===== src/rtl/calc_disp_pkg.sv =====
// calc_disp_pkg
//   Shared definitions for the calculator result display:
//   converter FSM states, widths, segment codes and the digit-to-segment table.
//   Segment codes are active-low, ordered {g,f,e,d,c,b,a}.
package calc_disp_pkg;

    typedef enum logic [1:0] {IDLE, SHIFT, DONE} state_t;

    localparam int BCD_DIGITS = 3;
    localparam int RES_W      = 9;

    localparam logic [6:0] SEG_BLANK = 7'h7F;
    localparam logic [6:0] SEG_MINUS = 7'b0111111;

    localparam logic [6:0] SEG_TABLE [10] = '{
        7'b1000000,  // 0
        7'b1111001,  // 1
        7'b0100100,  // 2
        7'b0110000,  // 3
        7'b0011001,  // 4
        7'b0010010,  // 5
        7'b0000010,  // 6
        7'b1111000,  // 7
        7'b0000000,  // 8
        7'b0010000   // 9
    };

    // Non-decimal nibbles cannot occur from the converter; show them blank.
    function automatic logic [6:0] seg_of(input logic [3:0] d);
        return (d > 4'd9) ? SEG_BLANK : SEG_TABLE[d];
    endfunction

endpackage


===== src/rtl/bin2bcd_seq.sv =====
// bin2bcd_seq
//   Sequential double-dabble converter: 9-bit binary to three BCD digits.
//   IDLE -> SHIFT (9 cycles) -> DONE (commit) -> IDLE.
//   Optional macro RESULT_SIGNED_EN: value is two's complement, its magnitude is
//   converted and a sign bit is committed together with the digits.
// Ports
//   clk    in   clock
//   reset  in   synchronous active-high reset
//   start  in   begin a conversion of value (only acted on in IDLE)
//   value  in   9-bit input value
//   busy   out  high during SHIFT and DONE
//   bcd    out  committed {hundreds,tens,ones}
//   sign   out  committed sign (RESULT_SIGNED_EN builds only)
import calc_disp_pkg::*;

module bin2bcd_seq (
    input  logic        clk,
    input  logic        reset,
    input  logic        start,
    input  logic [8:0]  value,
`ifdef RESULT_SIGNED_EN
    output logic        sign,
`endif
    output logic        busy,
    output logic [11:0] bcd
);

    state_t      state_q;
    logic [8:0]  sr_q;
    logic [11:0] acc_q;
    logic [3:0]  cnt_q;
    logic [11:0] bcd_q;
    logic        busy_q;
    logic [20:0] shift_d;
    logic [8:0]  mag_d;

    // Add 3 to every nibble >= 5 so the following left shift carries correctly.
    function automatic logic [11:0] dabble_adj(input logic [11:0] a);
        logic [11:0] r;
        r = a;
        for (int i = 0; i < BCD_DIGITS; i++) begin
            if (r[i*4 +: 4] >= 4'd5) r[i*4 +: 4] = r[i*4 +: 4] + 4'd3;
        end
        return r;
    endfunction

`ifdef RESULT_SIGNED_EN
    logic sign_acc_q;
    logic sign_q;
    // -256 wraps to 9'h100, which is the correct magnitude 256.
    assign mag_d = value[8] ? (~value + 9'd1) : value;
    assign sign  = sign_q;
`else
    assign mag_d = value;
`endif

    assign shift_d = {dabble_adj(acc_q), sr_q} << 1;

    always_ff @(posedge clk) begin
        if (reset) begin
            state_q <= IDLE;
            busy_q  <= 1'b0;
            bcd_q   <= 12'h000;
            cnt_q   <= 4'd0;
`ifdef RESULT_SIGNED_EN
            sign_q  <= 1'b0;
`endif
        end else begin
            case (state_q)
                IDLE: begin
                    if (start) begin
                        sr_q    <= mag_d;
                        acc_q   <= 12'h000;
                        cnt_q   <= 4'd0;
`ifdef RESULT_SIGNED_EN
                        sign_acc_q <= value[8];
`endif
                        busy_q  <= 1'b1;
                        state_q <= SHIFT;
                    end
                end
                SHIFT: begin
                    acc_q <= shift_d[20:9];
                    sr_q  <= shift_d[8:0];
                    cnt_q <= cnt_q + 4'd1;
                    if (cnt_q == 4'(RES_W - 1)) state_q <= DONE;
                end
                DONE: begin
                    // All digits (and sign) change on the same edge.
                    bcd_q   <= acc_q;
`ifdef RESULT_SIGNED_EN
                    sign_q  <= sign_acc_q;
`endif
                    busy_q  <= 1'b0;
                    state_q <= IDLE;
                end
                default: state_q <= IDLE;
            endcase
        end
    end

    assign busy = busy_q;
    assign bcd  = bcd_q;

endmodule


===== src/rtl/result_display.sv =====
// result_display
//   Drives a 4-digit common-anode 7-segment display from the calculator's
//   9-bit result. A bin2bcd_seq instance converts whenever the result changes
//   (and once after reset); a free-running scanner lights one digit at a time.
//   Optional macro RESULT_SIGNED_EN: signed result, digit 3 shows a minus sign.
// Parameters
//   SCAN_DIV       cycles each digit stays lit (>= 2)
//   BLANK_LEADING  1 = blank leading zeros in hundreds/tens
// Ports
//   clk, reset  clock, synchronous active-high reset
//   result      binary value to display
//   seg         cathodes, active-low {g,f,e,d,c,b,a}
//   dp          decimal point, active-low, always off
//   an          anodes, active-low one-hot, an[0] = rightmost digit
//   busy        conversion in progress
//   bcd         committed digits {hundreds,tens,ones}
import calc_disp_pkg::*;

module result_display #(
    parameter int SCAN_DIV      = 100_000,
    parameter int BLANK_LEADING = 1
) (
    input  logic        clk,
    input  logic        reset,
    input  logic [8:0]  result,
    output logic [6:0]  seg,
    output logic        dp,
    output logic [3:0]  an,
    output logic        busy,
    output logic [11:0] bcd
);

    localparam int SCAN_W = (SCAN_DIV > 1) ? $clog2(SCAN_DIV) : 1;

    logic              pending_q;
    logic [8:0]        last_q;
    logic              start_d;
    logic [SCAN_W-1:0] scan_q;
    logic [1:0]        idx_q;
    logic [3:0]        an_q;
    logic [3:0]        an_d;
    logic [6:0]        seg_q;
    logic [6:0]        seg_d;
    logic              wrap_d;
    logic              sign_w;

    // busy is low exactly while the converter sits in IDLE, so a start here
    // is only ever issued when the converter will accept it.
    assign start_d = ~busy && (pending_q || (result != last_q));

    bin2bcd_seq u_conv (
        .clk   (clk),
        .reset (reset),
        .start (start_d),
        .value (result),
`ifdef RESULT_SIGNED_EN
        .sign  (sign_w),
`endif
        .busy  (busy),
        .bcd   (bcd)
    );

`ifndef RESULT_SIGNED_EN
    assign sign_w = 1'b0;
`endif

    always_ff @(posedge clk) begin
        if (reset) begin
            pending_q <= 1'b1;
            last_q    <= 9'd0;
        end else if (start_d) begin
            pending_q <= 1'b0;
            last_q    <= result;
        end
    end

    assign wrap_d = (scan_q == SCAN_W'(SCAN_DIV - 1));
    assign an_d   = ~(4'b0001 << idx_q);

    always_comb begin
        seg_d = SEG_BLANK;
        case (idx_q)
            2'd0: seg_d = seg_of(bcd[3:0]);
            2'd1: seg_d = (BLANK_LEADING != 0 && bcd[11:8] == 4'd0 && bcd[7:4] == 4'd0)
                          ? SEG_BLANK : seg_of(bcd[7:4]);
            2'd2: seg_d = (BLANK_LEADING != 0 && bcd[11:8] == 4'd0)
                          ? SEG_BLANK : seg_of(bcd[11:8]);
            default: seg_d = sign_w ? SEG_MINUS : SEG_BLANK;
        endcase
    end

    // an and seg are registered together so a digit never shows its neighbour's pattern.
    always_ff @(posedge clk) begin
        if (reset) begin
            scan_q <= '0;
            idx_q  <= 2'd0;
            an_q   <= 4'hF;
            seg_q  <= SEG_BLANK;
        end else begin
            scan_q <= wrap_d ? '0 : scan_q + 1'b1;
            if (wrap_d) idx_q <= idx_q + 2'd1;
            an_q   <= an_d;
            seg_q  <= seg_d;
        end
    end

    assign an  = an_q;
    assign seg = seg_q;
    assign dp  = 1'b1;

endmodule


===== config.mk =====
export PLATFORM = sky130hd
export DESIGN_NAME = result_display
export DESIGN_NICKNAME = d
export VERILOG_FILES = /design/src/rtl/calc_disp_pkg.sv /design/src/rtl/bin2bcd_seq.sv /design/src/rtl/result_display.sv
export SDC_FILE = /design/constraint.sdc
export NUM_CORES = 1
export LEC_CHECK = 0
export CAP_MARGIN = 20
export CORE_ASPECT_RATIO = 0.8
export CORE_UTILIZATION = 58
export CTS_CLUSTER_DIAMETER = 60
export CTS_CLUSTER_SIZE = 24
export DETAILED_ROUTE_END_ITERATION = 8
export PLACE_DENSITY_LB_ADDON = 0.08
export SYNTH_ARGS = -nofsm -noshare
export SYNTH_HDL_FRONTEND = slang
export SYNTH_SLANG_ARGS = --single-unit

===== constraint.sdc =====
create_clock -name clk -period 2.6 [get_ports clk]
set_input_delay 0.52 -clock clk [delete_from_list [all_inputs] [get_ports clk]]
set_output_delay 0.52 -clock clk [all_outputs]
set_load 0.1 [all_outputs]

# After elaboration in Yosys (flattened, before gate mapping)
# Memory sizes are Yosys's and may differ from the RTL's.
# Cells that the tools add are included.
# totals
reg_bits,80
mem_bits_ro,336
output_inout_bits,25
elab_cells,86
mem_count,3
# op_classes
n_addsub,6
magnitude_cmp,9
eq_ne,9
n_shift,1
n_mux,26
bitwise,6
n_reduce_logical,14
# memory_table
memory,depth,width,rd,rd_ports_with_merged_regs,write_ports,line,source
(name not given),16,7,1,0,0,calc_disp_pkg.sv:30,return (d > 4'd9) ? SEG_BLANK : SEG_TABLE[d];
(name not given),16,7,1,0,0,calc_disp_pkg.sv:30,
(name not given),16,7,1,0,0,calc_disp_pkg.sv:30,
# ops
operator,n
2-to-1 mux 7 bit,11
case mux 12 bit (2 select lines),1
case mux 7 bit (3 select lines),1
case mux 9 bit (2 select lines),1
adder 17 x 1 -> 17 bit (second input constant),1
== test 17 bit (second input constant),1
greater-or-equal comparator 5 bit (second input constant),3
inverter 4 -> 5 bit,3
greater-or-equal comparator 4 x 3 -> 1 bit (second input constant),3
> comparator 4 bit (second input constant),3
2-to-1 mux 12 bit,1
2-to-1 mux 4 bit,3
2-to-1 mux 9 bit,1
!= test 9 bit,1
adder 4 x 2 -> 4 bit (second input constant),2
logical NOT 4 bit,2
case mux 4 bit (2 select lines),1
AND reduction 2 bit,3
adder 4 x 1 -> 4 bit (second input constant),1
== test 2 x 1 -> 1 bit (second input constant),2
== test 2 bit (second input constant),2
== test 4 bit (second input constant),1
logical NOT 2 bit,2
2-to-1 mux 2 bit,2
16 further kinds,19

# Logic depth before layout (Yosys ltp)
# depth
word_depth,7
depth_mapped,8
ltp_nobuf,6

# Cells and area by module
# A second synthesis with hierarchy kept.
# unflattened
cells_unflattened,497
area_unflattened_um2,4355.4
# modules_own_cells
mod,instances,cells_each,area_each_um2,seq_area_each_um2
result_display,1,302,2507.4,800.8
bin2bcd_seq,1,195,1848.0,1011.0

# Least setup slack after synthesis
# No wires, ideal clock.
# synth_path
kind,register to register
start,"register u_conv.busy_q, in the netlist u_conv.busy"
end,register u_conv.acc_q[0] (enable)
setup_ps,379
arrival_ps,1938
required_time_ps,2221
path_slack_ps,283
path_stages_with_launch,5
path_cell_list,dfxtp_1 -> buf_1 -> a31oi_1 -> buf_2 -> o21a_1
# synth_via
elab_chain_cells,4
# synth_rtl
item,line,source
from (decl),bin2bcd_seq.sv:33,logic busy_q;
from (signal assigned),bin2bcd_seq.sv:62,busy_q <= 1'b0;
from (signal assigned),bin2bcd_seq.sv:78,busy_q <= 1'b1;
from (signal assigned),bin2bcd_seq.sv:94,busy_q <= 1'b0;
inverter 1 bit,result_display.sv:49,assign start_d = ~busy && (pending_q || (result != last_q));
logical AND 1 bit,result_display.sv:49,
!= test 2 bit (no line),n/a,
AND reduction 3 bit (no line),n/a,
to (signal assigned),bin2bcd_seq.sv:83,acc_q <= shift_d[20:9];
to (decl),bin2bcd_seq.sv:30,logic [11:0] acc_q;
# Every way passes these cells.
# A chain may end at the register's enable or synchronous reset.

# Worst setup path in the final report
# layout_path
start,input port result[3]
end,register u_conv.acc_q[10] (enable)
# layout_via
elab_chain_cells,5
# layout_rtl
item,line,source
from (decl),result_display.sv:25,"input logic [8:0] result,"
!= test 9 bit,result_display.sv:49,
logical OR 1 bit,result_display.sv:49,
logical AND 1 bit,result_display.sv:49,
!= test 2 bit (no line),n/a,
AND reduction 3 bit (no line),n/a,
# Every way passes these cells.

==> results.sh <==
export IMPL_critPathSlowestCell="clkdlybuf4s50_1"
export IMPL_yosys_cell_types_count=59
export IMPL_syn_avg_cell_area_um2=9.04
export IMPL_synth_seq_area_share_pct=42.3
export IMPL_postCtsHoldBufs=0
export IMPL_powerDensity_mw_per_mm2=556
export IMPL_ios=36
export IMPL_fp_coreArea_mm2=0.00703
export IMPL_max_freq_mhz=490
export IMPL_hold_viol_final=0
export IMPL_vias=3275
export IMPL_violations="design-rule violations"
export IMPL_die_area_mm2=0.00774
export IMPL_fin_setup_tns_ps=0
export IMPL_mostFrequentLayoutCells="nand2_1, dfxtp_1, nor2_1"
export IMPL_cts_inserted_buffers=9
export IMPL_post_route_drc_count=3
export IMPL_path_cells="clkdlybuf4s50_1 > xor2_1 > nor4_2 > a31oi_1 > o21a_1 > buf_4"
export IMPL_ctsResizeCount=0
export IMPL_worst_pin_slew_ps=790
export IMPL_critPathTopFamily="buffers and inverters"
export IMPL_ctsLongestPathBuffers=2
export IMPL_rsz0062_at_grt="no"
export IMPL_worstRegToRegCells=6
export IMPL_utilization_pct=68.4
export IMPL_wl_per_cell_um=13.5
export IMPL_finClkSkew_ps=10.8
export IMPL_relSlewSlack_pct=47.1
export IMPL_cts_tree="yes"
export IMPL_diodes=0
export IMPL_drv_cap=0
export IMPL_fp_dieH_um=78.9
export IMPL_min_path_cells=1
export IMPL_hp_class="reg2reg"
export IMPL_hold_start="pending_q"
export IMPL_r2r_end="seg[2]"
export IMPL_crit_required_ps=2690
export IMPL_fin_crit_sh_pct=78.5
export IMPL_status="finished with violations"
export IMPL_setup_viol=0
export IMPL_synth_seq_cells=80
export IMPL_layout_nets=540
export IMPL_drt_wl_total_um=7980
export IMPL_area_growth_pct=12.2
export IMPL_cts_sinks=80
export IMPL_grt_pass1_vias=2907
export IMPL_timing_final_ws_setup_ps=560
export IMPL_antenna_found_initial=0
export IMPL_netlist_area_mm2=0.00429
export IMPL_period_minus_slack_ps=2040
export IMPL_grt_pass1_wl_um=13500
export IMPL_ys_async_sr_fraction_pct=0
export IMPL_rows=27
export IMPL_cp_max_fo=21
export IMPL_initial_core_util_pct=61.0
export IMPL_ys_warn_count=0
export IMPL_grt_overflow_total=0
export IMPL_clkTransAtPathRegs_ps=80
export IMPL_reg2reg_from="u_conv.bcd[5]"
export IMPL_die_w_um=98.1
export IMPL_cts_root_buf="clkbuf_8"
export IMPL_whs_endpoint="pending_q"
export IMPL_critPathMaxStageDelay_ps=460
export IMPL_path_class="in2reg"
export IMPL_worst_path_buf_inv=2
export IMPL_arrival_ps=2130
export IMPL_cts_setup_buffers=0
export IMPL_crit_path_start_kind="input port"
export IMPL_syn_num_nets=514
export IMPL_grtUsageTotal_pct=21.8
export IMPL_ys_flop_type="dfxtp_1"
export IMPL_postRouteAntennaNets=0
export IMPL_dpl_hpwl_um=5730
export IMPL_dpl_cell_area_mm2=0.00459
export IMPL_cts_max_level=3
export IMPL_layout_commonest_cell="nand2_1"
export IMPL_ir_drop_mv=0.412
export IMPL_end_kind="register"
export IMPL_firstDrtPassIters=6
export IMPL_dp_slack_ps=203
export IMPL_gp_congestion=0.818
export IMPL_drtIter0Drc=120
export IMPL_rrSetupSlack_ps=760
export IMPL_syn_inst=474
export IMPL_finish_instance_area_mm2=0.00481
export IMPL_synth_edf_count=21
export IMPL_via_per_inst=5.53
export IMPL_layout_drive_gt1_share_pct=10.5
export IMPL_slew_viol_final=0
export IMPL_p_leak_nw=1.87
export IMPL_grt_max_degree=34
export IMPL_numPortBuffers=34
export IMPL_worstSkewPairLatency_ps=350
[synth_stat cells (all sizes together) (5+ instances only)]
master,n,area (µm²)
a211oi,8,60.1
nor4,5,43.8
nand2,66,248
nor2,39,146
inv,24,90.1
xnor2,8,70.1
clkbuf,17,63.8
edfxtp,21,631
and2,5,31.3
nor2b,7,43.8
ha,29,363
o21ai,17,85.1
a21oi,30,154
o21a,5,37.5
a21o,5,38.8
nand2b,22,138
xor2,19,166
nor3,5,25.0
mux2i,12,120
nand3,8,52.6
buf,7,57.5
nand4,7,43.8
dfxtp,59,1180
o2111ai,6,52.6
[where the power goes]
part           switching (W)  internal [W]  leakage, nW  total (W)
logic               0.000184      0.000104         1.08   0.000289
clock network       0.000459      0.000540        0.106   0.000999
registers          0.0000436       0.00134        0.689    0.00138
total               0.000687       0.00199         1.87    0.00267
[metrics by stage]
stage | power [W] | hold slack, ps | std cells
after floorplan | 0.00163 | 430 | 474
after global placement | 0.00169 | 442 | 576
after detailed placement | 0.00170 | 453 | 576
after CTS | 0.00270 | 476 | 592
after global routing | 0.00278 | 508 | 592
final | 0.00267 | 481 | 592
[layout make-up]
type                            instances  area, µm²
Clock buffer                            9        124
Clock inverter                          7       93.8
Fill cell                             580       2220
Inverter                               24       90.1
Multi-Input combinational cell        346       2260
Sequential cell                        80       1810
Tap cell                               87        109
Timing Repair Buffer                   39        318
[flip-flops by register name, summed over array words and instances, names as in the netlist]
register / flops
last_q: 9
u_conv.sr_q: 9
u_conv.cnt_q: 4
idx_q: 2
u_conv.bcd: 12
u_conv.acc_q: 12
pending_q: 1
seg: 7
u_conv.busy: 1
an: 4
scan_q: 17
u_conv.state_q: 2
[logic make-up after synthesis]
logic type                 after synthesis  synth area share (%)
xor gates and xnor gates                27                  5.52
AOI/OAI and AO/OA                       92                  14.0
muxes                                   12                  2.80
and+or+nand+nor                        185                  21.9
buffers and inverters                   48                  4.93
adders and majority gates               29                  8.47
DFF                                     80                  42.3
other                                    1                0.0875
[layer usage]
layer  wire length [µm]  global-route usage (%)  up-vias
li1                   -                       -     1688
met1               3960                    29.6     1517
met2               3600                    34.8       62
met3                324                    5.55        8
met4                 88                    5.45        0
met5                  0                       0        -
[how the worst max path moves through the flow]
| stage | from | endpoint | slack [ps] | cells after the start |
|---|---|---|---|---|
| 2_1_floorplan | u_conv.busy | u_conv.acc_q[0] | 280 | 4 |
| 3_3_place_gp | result[6] | u_conv.acc_q[7] | 230 | 6 |
| 3_5_place_dp | result[6] | u_conv.acc_q[11] | 200 | 6 |
| 4_1_cts | result[3] | u_conv.sr_q[8] | 570 | 6 |
| 5_1_grt | result[6] | u_conv.acc_q[5] | 510 | 6 |
| 6_report | result[3] | u_conv.acc_q[10] | 560 | 6 |
No activity file was read; power rests on OpenSTA's default activity.
==> patch 1 (same settings) <==
Add an input register stage for `result`, without a reset; this delays it by one clock.
--- a/src/rtl/result_display.sv
+++ b/src/rtl/result_display.sv
@@ -34,2 +34,8 @@
 
+    logic [8:0] result_q;
+
+    always_ff @(posedge clk) begin
+        result_q <= result;
+    end
+
     logic              pending_q;
@@ -48,3 +54,3 @@
     // is only ever issued when the converter will accept it.
-    assign start_d = ~busy && (pending_q || (result != last_q));
+    assign start_d = ~busy && (pending_q || (result_q != last_q));
 
@@ -54,3 +60,3 @@
         .start (start_d),
-        .value (result),
+        .value (result_q),
 `ifdef RESULT_SIGNED_EN
@@ -72,3 +78,3 @@
             pending_q <= 1'b0;
-            last_q    <= result;
+            last_q    <= result_q;
         end
Formal check against the unedited RTL: no difference found for any inputs over 10 cycles, from zero or initial values and one cycle with reset high; that may be too few to reach the edited logic, so the function may still have changed.
==> patch 1 against the unedited design <==
Setup slack improved by 0.055 ns. Routed wire length is 4.5% higher. Synthesized area up 4.2%. Non-clock buffer count is the same. Total power is 3.8% higher. Cell area grew 3.5%. Maximum frequency is 2.8% higher. Sequential cell count is 9 higher. Via count rose by 6.5%. Core utilization down 1.4 points. Largest power group unchanged. Clock power shrank 11%. Final cell count grew 5.9%.
==> patch 1: results (changes against the unedited design) <==
[route]
num_vias=3487  ; was 3,275
totalWireLength_um=8330  ; was 7980 um
drtIter0Drc=138  ; was 120
dr.pass1.iters=5  ; was 6

[synthesis]
synthDistinctLibCells=54  ; was 59
synth_area_leaders=dfxtp_1 30%, edfxtp_1 14%, ha_1 8.1%  ; was dfxtp_1 28%, edfxtp_1 15%, ha_1 8.5%
syn_inst=495  ; was 474
synth_nets=535  ; was 514
synthTopCellsByCount=76 x nand2_1, 68 x dfxtp_1, 43 x nor2_1  ; was 66 x nand2_1, 59 x dfxtp_1, 39 x nor2_1
synth-seq-area-share_pct=44.6  ; was 42.3%

[sta]
finClkSkew_ns=0.00944  ; was 0.0108 ns
worst_pin_slew_ns=0.793  ; was 0.790 ns
hold_ws_ns=0.462  ; was 0.481 ns

[hold_path]
hold_end=scan_q[0]  ; was pending_q
holdCritStartpoint=scan_q[0]  ; was pending_q

[run_status]
outcome=completed  ; was finished, violations left

[setup_path]
reg2reg_to=seg[5]  ; was seg[2]
rrSetupSlack_ns=0.61  ; was 0.76 ns
critPathLaunch=u_conv.bcd[4]  ; was result[3]
cp_slowest_cell=dfxtp_1  ; was clkdlybuf4s50_1
critPathTopFamily=compound AO/OA/AOI/OAI gates  ; was buffers and inverters
path_max_fanout=6  ; was 21
arrival_ns=2.22  ; was 2.13 ns

[place]
place.gp.congestion=0.823  ; was 0.818
dpl.hpwl_um=6070  ; was 5730 um

[grt]
grt_pass1_wl_um=14300  ; was 13,500 um
grt_max_degree=22  ; was 34
grt_pass1_vias=3159  ; was 2,907
grt_usage_pct=22.4  ; was 21.8%

[final_layout]
largest_reg_flops=17  ; unchanged
drive_above_1_share_pct=9.58  ; was 10.5%
layout.nets=557  ; was 540

[clock_tree]
worstSkewPairLatency_ns=0.34

[power]
ir_drop_mv=0.341  ; was 0.412 mV
p_leak_nw=1.91  ; was 1.87 nW

-- patch 1: cell types whose count changed in the layout (fill, tap and decap cells not counted), moves of 7 or more --
cell      change
dfxtp_1       +9
xnor2_1       +9
nand2_1      +10
a221o_1       +7
xor2_1       -11
nand2b_1     -13
o22ai_1      +10
-- patch 1: cell families (layout without fill, tap and decap cells) --
family          Yosys count  after routing  synth area share, %
mux                      10             10                 2.30
simple gates            198            198                 21.9
buf+inv                  49             76                 4.57
fa+ha+maj                29             29                 8.12
flops                    89             89                 44.6
compound gates           94             94                 13.6
xor+xnor                 25             25                 4.90
other cells               1              1               0.0840
-- patch 1: worst max-delay path by stage --
stage                       end  cells after the start  slack, ns
6_report                 seg[5]                      6       0.61
5_1_grt               scan_q[7]                      4       0.47
4_1_cts               scan_q[7]                      4       0.59
3_5_place_dp    u_conv.acc_q[9]                      4       0.50
3_3_place_gp   u_conv.acc_q[11]                      4       0.51
2_1_floorplan            seg[0]                      6       0.06
-- patch 1: per-stage QoR --
step / instances / setup WS, ns / area, sq um / utilization [%] / power [mW]
final: 627 / 0.615 / 4980 / 67.0 / 2.77
after global routing: 627 / 0.467 / 4980 / 67.0 / 2.91
after CTS: 627 / 0.594 / 4980 / 67.0 / 2.80
after detailed placement: 611 / 0.503 / 4790 / 64.5 / 1.92
after global placement: 611 / 0.511 / 4790 / 64.5 / 1.91
after floorplan: 495 / 0.0636 / 4470 / - / 1.84
-- patch 1: layout make-up --
class | instances | area, sq um
multi-input cells | 357 | 2270
repair buffers | 39 | 318
clock inverters | 6 | 48.8
clock buffers | 10 | 138
inverters | 21 | 78.8
well taps | 105 | 131
flip-flops and latches | 89 | 1990
fillers | 615 | 2450
-- patch 1: report_power, final --
part	switching [mW]	internal [mW]
Clock	0.497	0.388
Sequential	0.0584	1.50
Combinational	0.207	0.124
-- patch 1: routing by layer --
layer	up-vias	GRT usage (%)	part of all wire, %
li1	1761	-	-
met1	1643	29.0	48
met2	75	37.5	47
met3	8	5.31	4.0
met4	0	6.52	1.1
met5	-	0	0
==> patch 2 (same flow settings) <==
Made on the original files. The option `RESULT_SIGNED_EN` is turned on by a define.
--- a/src/rtl/bin2bcd_seq.sv
+++ b/src/rtl/bin2bcd_seq.sv
@@ -13,2 +13,4 @@
 //   sign   out  committed sign (RESULT_SIGNED_EN builds only)
+`define RESULT_SIGNED_EN
+
 import calc_disp_pkg::*;
Function: no difference found for any inputs over 10 cycles, from zero or initial values and one cycle with reset high; that may be too few to reach the edited logic, so the function may still have changed.
==> patch 2 against the unedited design <==
Synthesized area increased by 2.4%. Total power decreased by 2.0%. Sequential cell count increased by 2. Routed wire length increased by 5.3%. Count of clock-buffer cells in the layout increased by 2. Cell area increased by 3.4%. Clock skew decreased by 0.0036 ns. Critical path depth increased by 1. Setup slack got worse by 0.11 ns. Synthesized cell count increased by 3.4%. Core utilization increased by 1.6 points.
==> patch 2: results (changes against the unedited design) <==
[power]
ir_drop_mv=0.411  ; was 0.412 mV
p_leak_nw=1.94  ; was 1.87 nW

[setup_path]
path_max_fanout=4  ; was 21
critPathTopFamily=buffers and inverters  ; unchanged
cp_slowest_cell=or3b_2  ; was clkdlybuf4s50_1
max_stage_delay_ns=0.48  ; was 0.46 ns
arrival_ns=2.25  ; was 2.13 ns

[synthesis]
async_flop_share_pct=0  ; unchanged
synthDistinctLibCells=53  ; was 59
synth_flop_cell=dfxtp_1  ; unchanged
synth_edf_count=22  ; was 21
synth_nets=531  ; was 514
synth_area_leaders=dfxtp_1 27%, edfxtp_1 15%, ha_1 8.6%  ; was dfxtp_1 28%, edfxtp_1 15%, ha_1 8.5%
synthTopCellsByCount=60 x dfxtp_1, 53 x nand2_1, 46 x nor2_1  ; was 66 x nand2_1, 59 x dfxtp_1, 39 x nor2_1
yosys_warnings=0  ; unchanged
synth-seq-area-share_pct=42.4  ; was 42.3%

[place]
place.gp.congestion=0.863  ; was 0.818
dpl.hpwl_um=6200  ; was 5730 um
dpl_worst_slack_ns=0.0840  ; was 0.203 ns
port_buffers=34  ; unchanged

[route]
dr.pass1.iters=4  ; was 6
vias_per_cell=5.49  ; was 5.53
avgRoutedWirePerCell_um=13.6  ; was 13.5 um
drtIter0Drc=132  ; was 120

[clock_tree]
worstSkewPairLatency_ns=0.35  ; about the same
ctsResizeCount=0  ; unchanged
root_buffer=clkbuf_8  ; unchanged
cts_tree=done  ; unchanged
clk_pin_slew_worst_paths_ns=0.08  ; about the same
numCtsBuffers=9  ; unchanged
cts_setup_buffers=0  ; unchanged
htreeDepth=3  ; unchanged
clock_path_buffers=2  ; unchanged

[grt]
grt_max_degree=28  ; was 34
antenna_found_initial=0  ; unchanged
grt_usage_pct=23.0  ; was 21.8%
grt_pass1_wl_um=14500  ; was 13,500 um
grt_pass1_vias=3250  ; was 2,907

[final_layout]
largest_reg_flops=17  ; unchanged
synthToLayoutAreaGrowth_pct=13.3  ; was 12.2%
diodes=0  ; unchanged
layout.nets=567  ; was 540
regMostFlops=scan_q  ; unchanged
n_fill_cell=562  ; was 580
drive_above_1_share_pct=12.1  ; was 10.5%

[sta]
worst_pin_slew_ns=0.650  ; was 0.790 ns
finClkSkew_ns=0.00728  ; was 0.0108 ns
slew_viol_final=0  ; unchanged

[hold_path]
min_path_type=reg -> reg  ; unchanged

[run_status]
outcome=completed  ; was finished, violations left

==> patch 2: changes by cell type after synthesis, moves of 4 or more <==
cell       unedited run  this run
nand3_1               7        11
nand2_1              66        53
nor3_1                5        13
xnor2_1               8        13
a211oi_1              8         4
or2_2                 2         7
o21ai_0              17        30
nor2_1               39        46
o2111ai_1             6         1
nand2b_1             22        16
==> patch 2: cell type report <==
| cell class | count | area share, % |
|---|---|---|
| clock buffer | 11 | 2.64 |
| clock inverter | 5 | 1.11 |
| inverter | 26 | 1.96 |
| multi-input combinational | 362 | 47.1 |
| sequential | 82 | 37.5 |
| tap | 87 | 2.19 |
| timing repair buffer | 45 | 7.55 |
==> patch 2: worst register-to-register path, cell delays in order (launching register included) <==
cell	delay [ns]
dfxtp_1	0.37
ha_1	0.24
and4_1	0.29
nand4_1	0.20
nand2b_1	0.54
nor2_1	0.12
==> patch 2: final timing paths <==
path                             startpoint  slack (ns)  cells past startpoint              to
worst max register to register    scan_q[0]        0.70                      5      scan_q[11]
worst min register to register  u_conv.sign        0.46                      2     u_conv.sign
worst max-delay path              result[0]        0.45                      7  u_conv.sr_q[6]
worst min-delay path            u_conv.sign        0.46                      2     u_conv.sign
==> patch 2: report_power, final <==
group          switching [mW]  internal [mW]  leakage (nW)
Sequential             0.0458           1.38         0.706
Clock                   0.443          0.441        0.0909
Combinational           0.194          0.119          1.14
==> patch 2: metrics by stage <==
stage          power [mW]  cell area (sq um)  std cells  util [%]  hold WS (ns)
6_report             2.62               4970        618      70.1         0.463
5_1_grt              2.74               4970        618      70.1         0.478
4_1_cts              2.64               4970        618      70.1         0.465
3_5_place_dp         1.77               4780        602      67.4         0.454
3_3_place_gp         1.75               4780        602      67.4         0.451
2_1_floorplan        1.67               4390        490         -         0.430
==> patch 2: cell families (layout without fill, tap and decap cells) <==
kind of cell	count (synthesis)	after routing	synth area share, %
buffers and inverters	46	87	4.25
XOR/XNOR	33	33	6.59
AND/OR/NAND/NOR	192	192	22.2
adder cells (fa/ha/maj)	30	30	8.55
flip-flops	82	82	42.4
other	1	1	0.0854
multiplexers	15	15	3.42
AO/OA/AOI/OAI	91	91	12.5
==> patch 2: metal layers <==
| layer | up-vias | GRT usage (%) | routed length (um) |
|---|---|---|---|
| met2 | 47 | 39.6 | 4030 |
| met1 | 1581 | 29.2 | 4000 |
| met5 | - | 0 | 0 |
| met3 | 9 | 5.43 | 285 |
| met4 | 0 | 5.88 | 81 |
| li1 | 1758 | - | - |
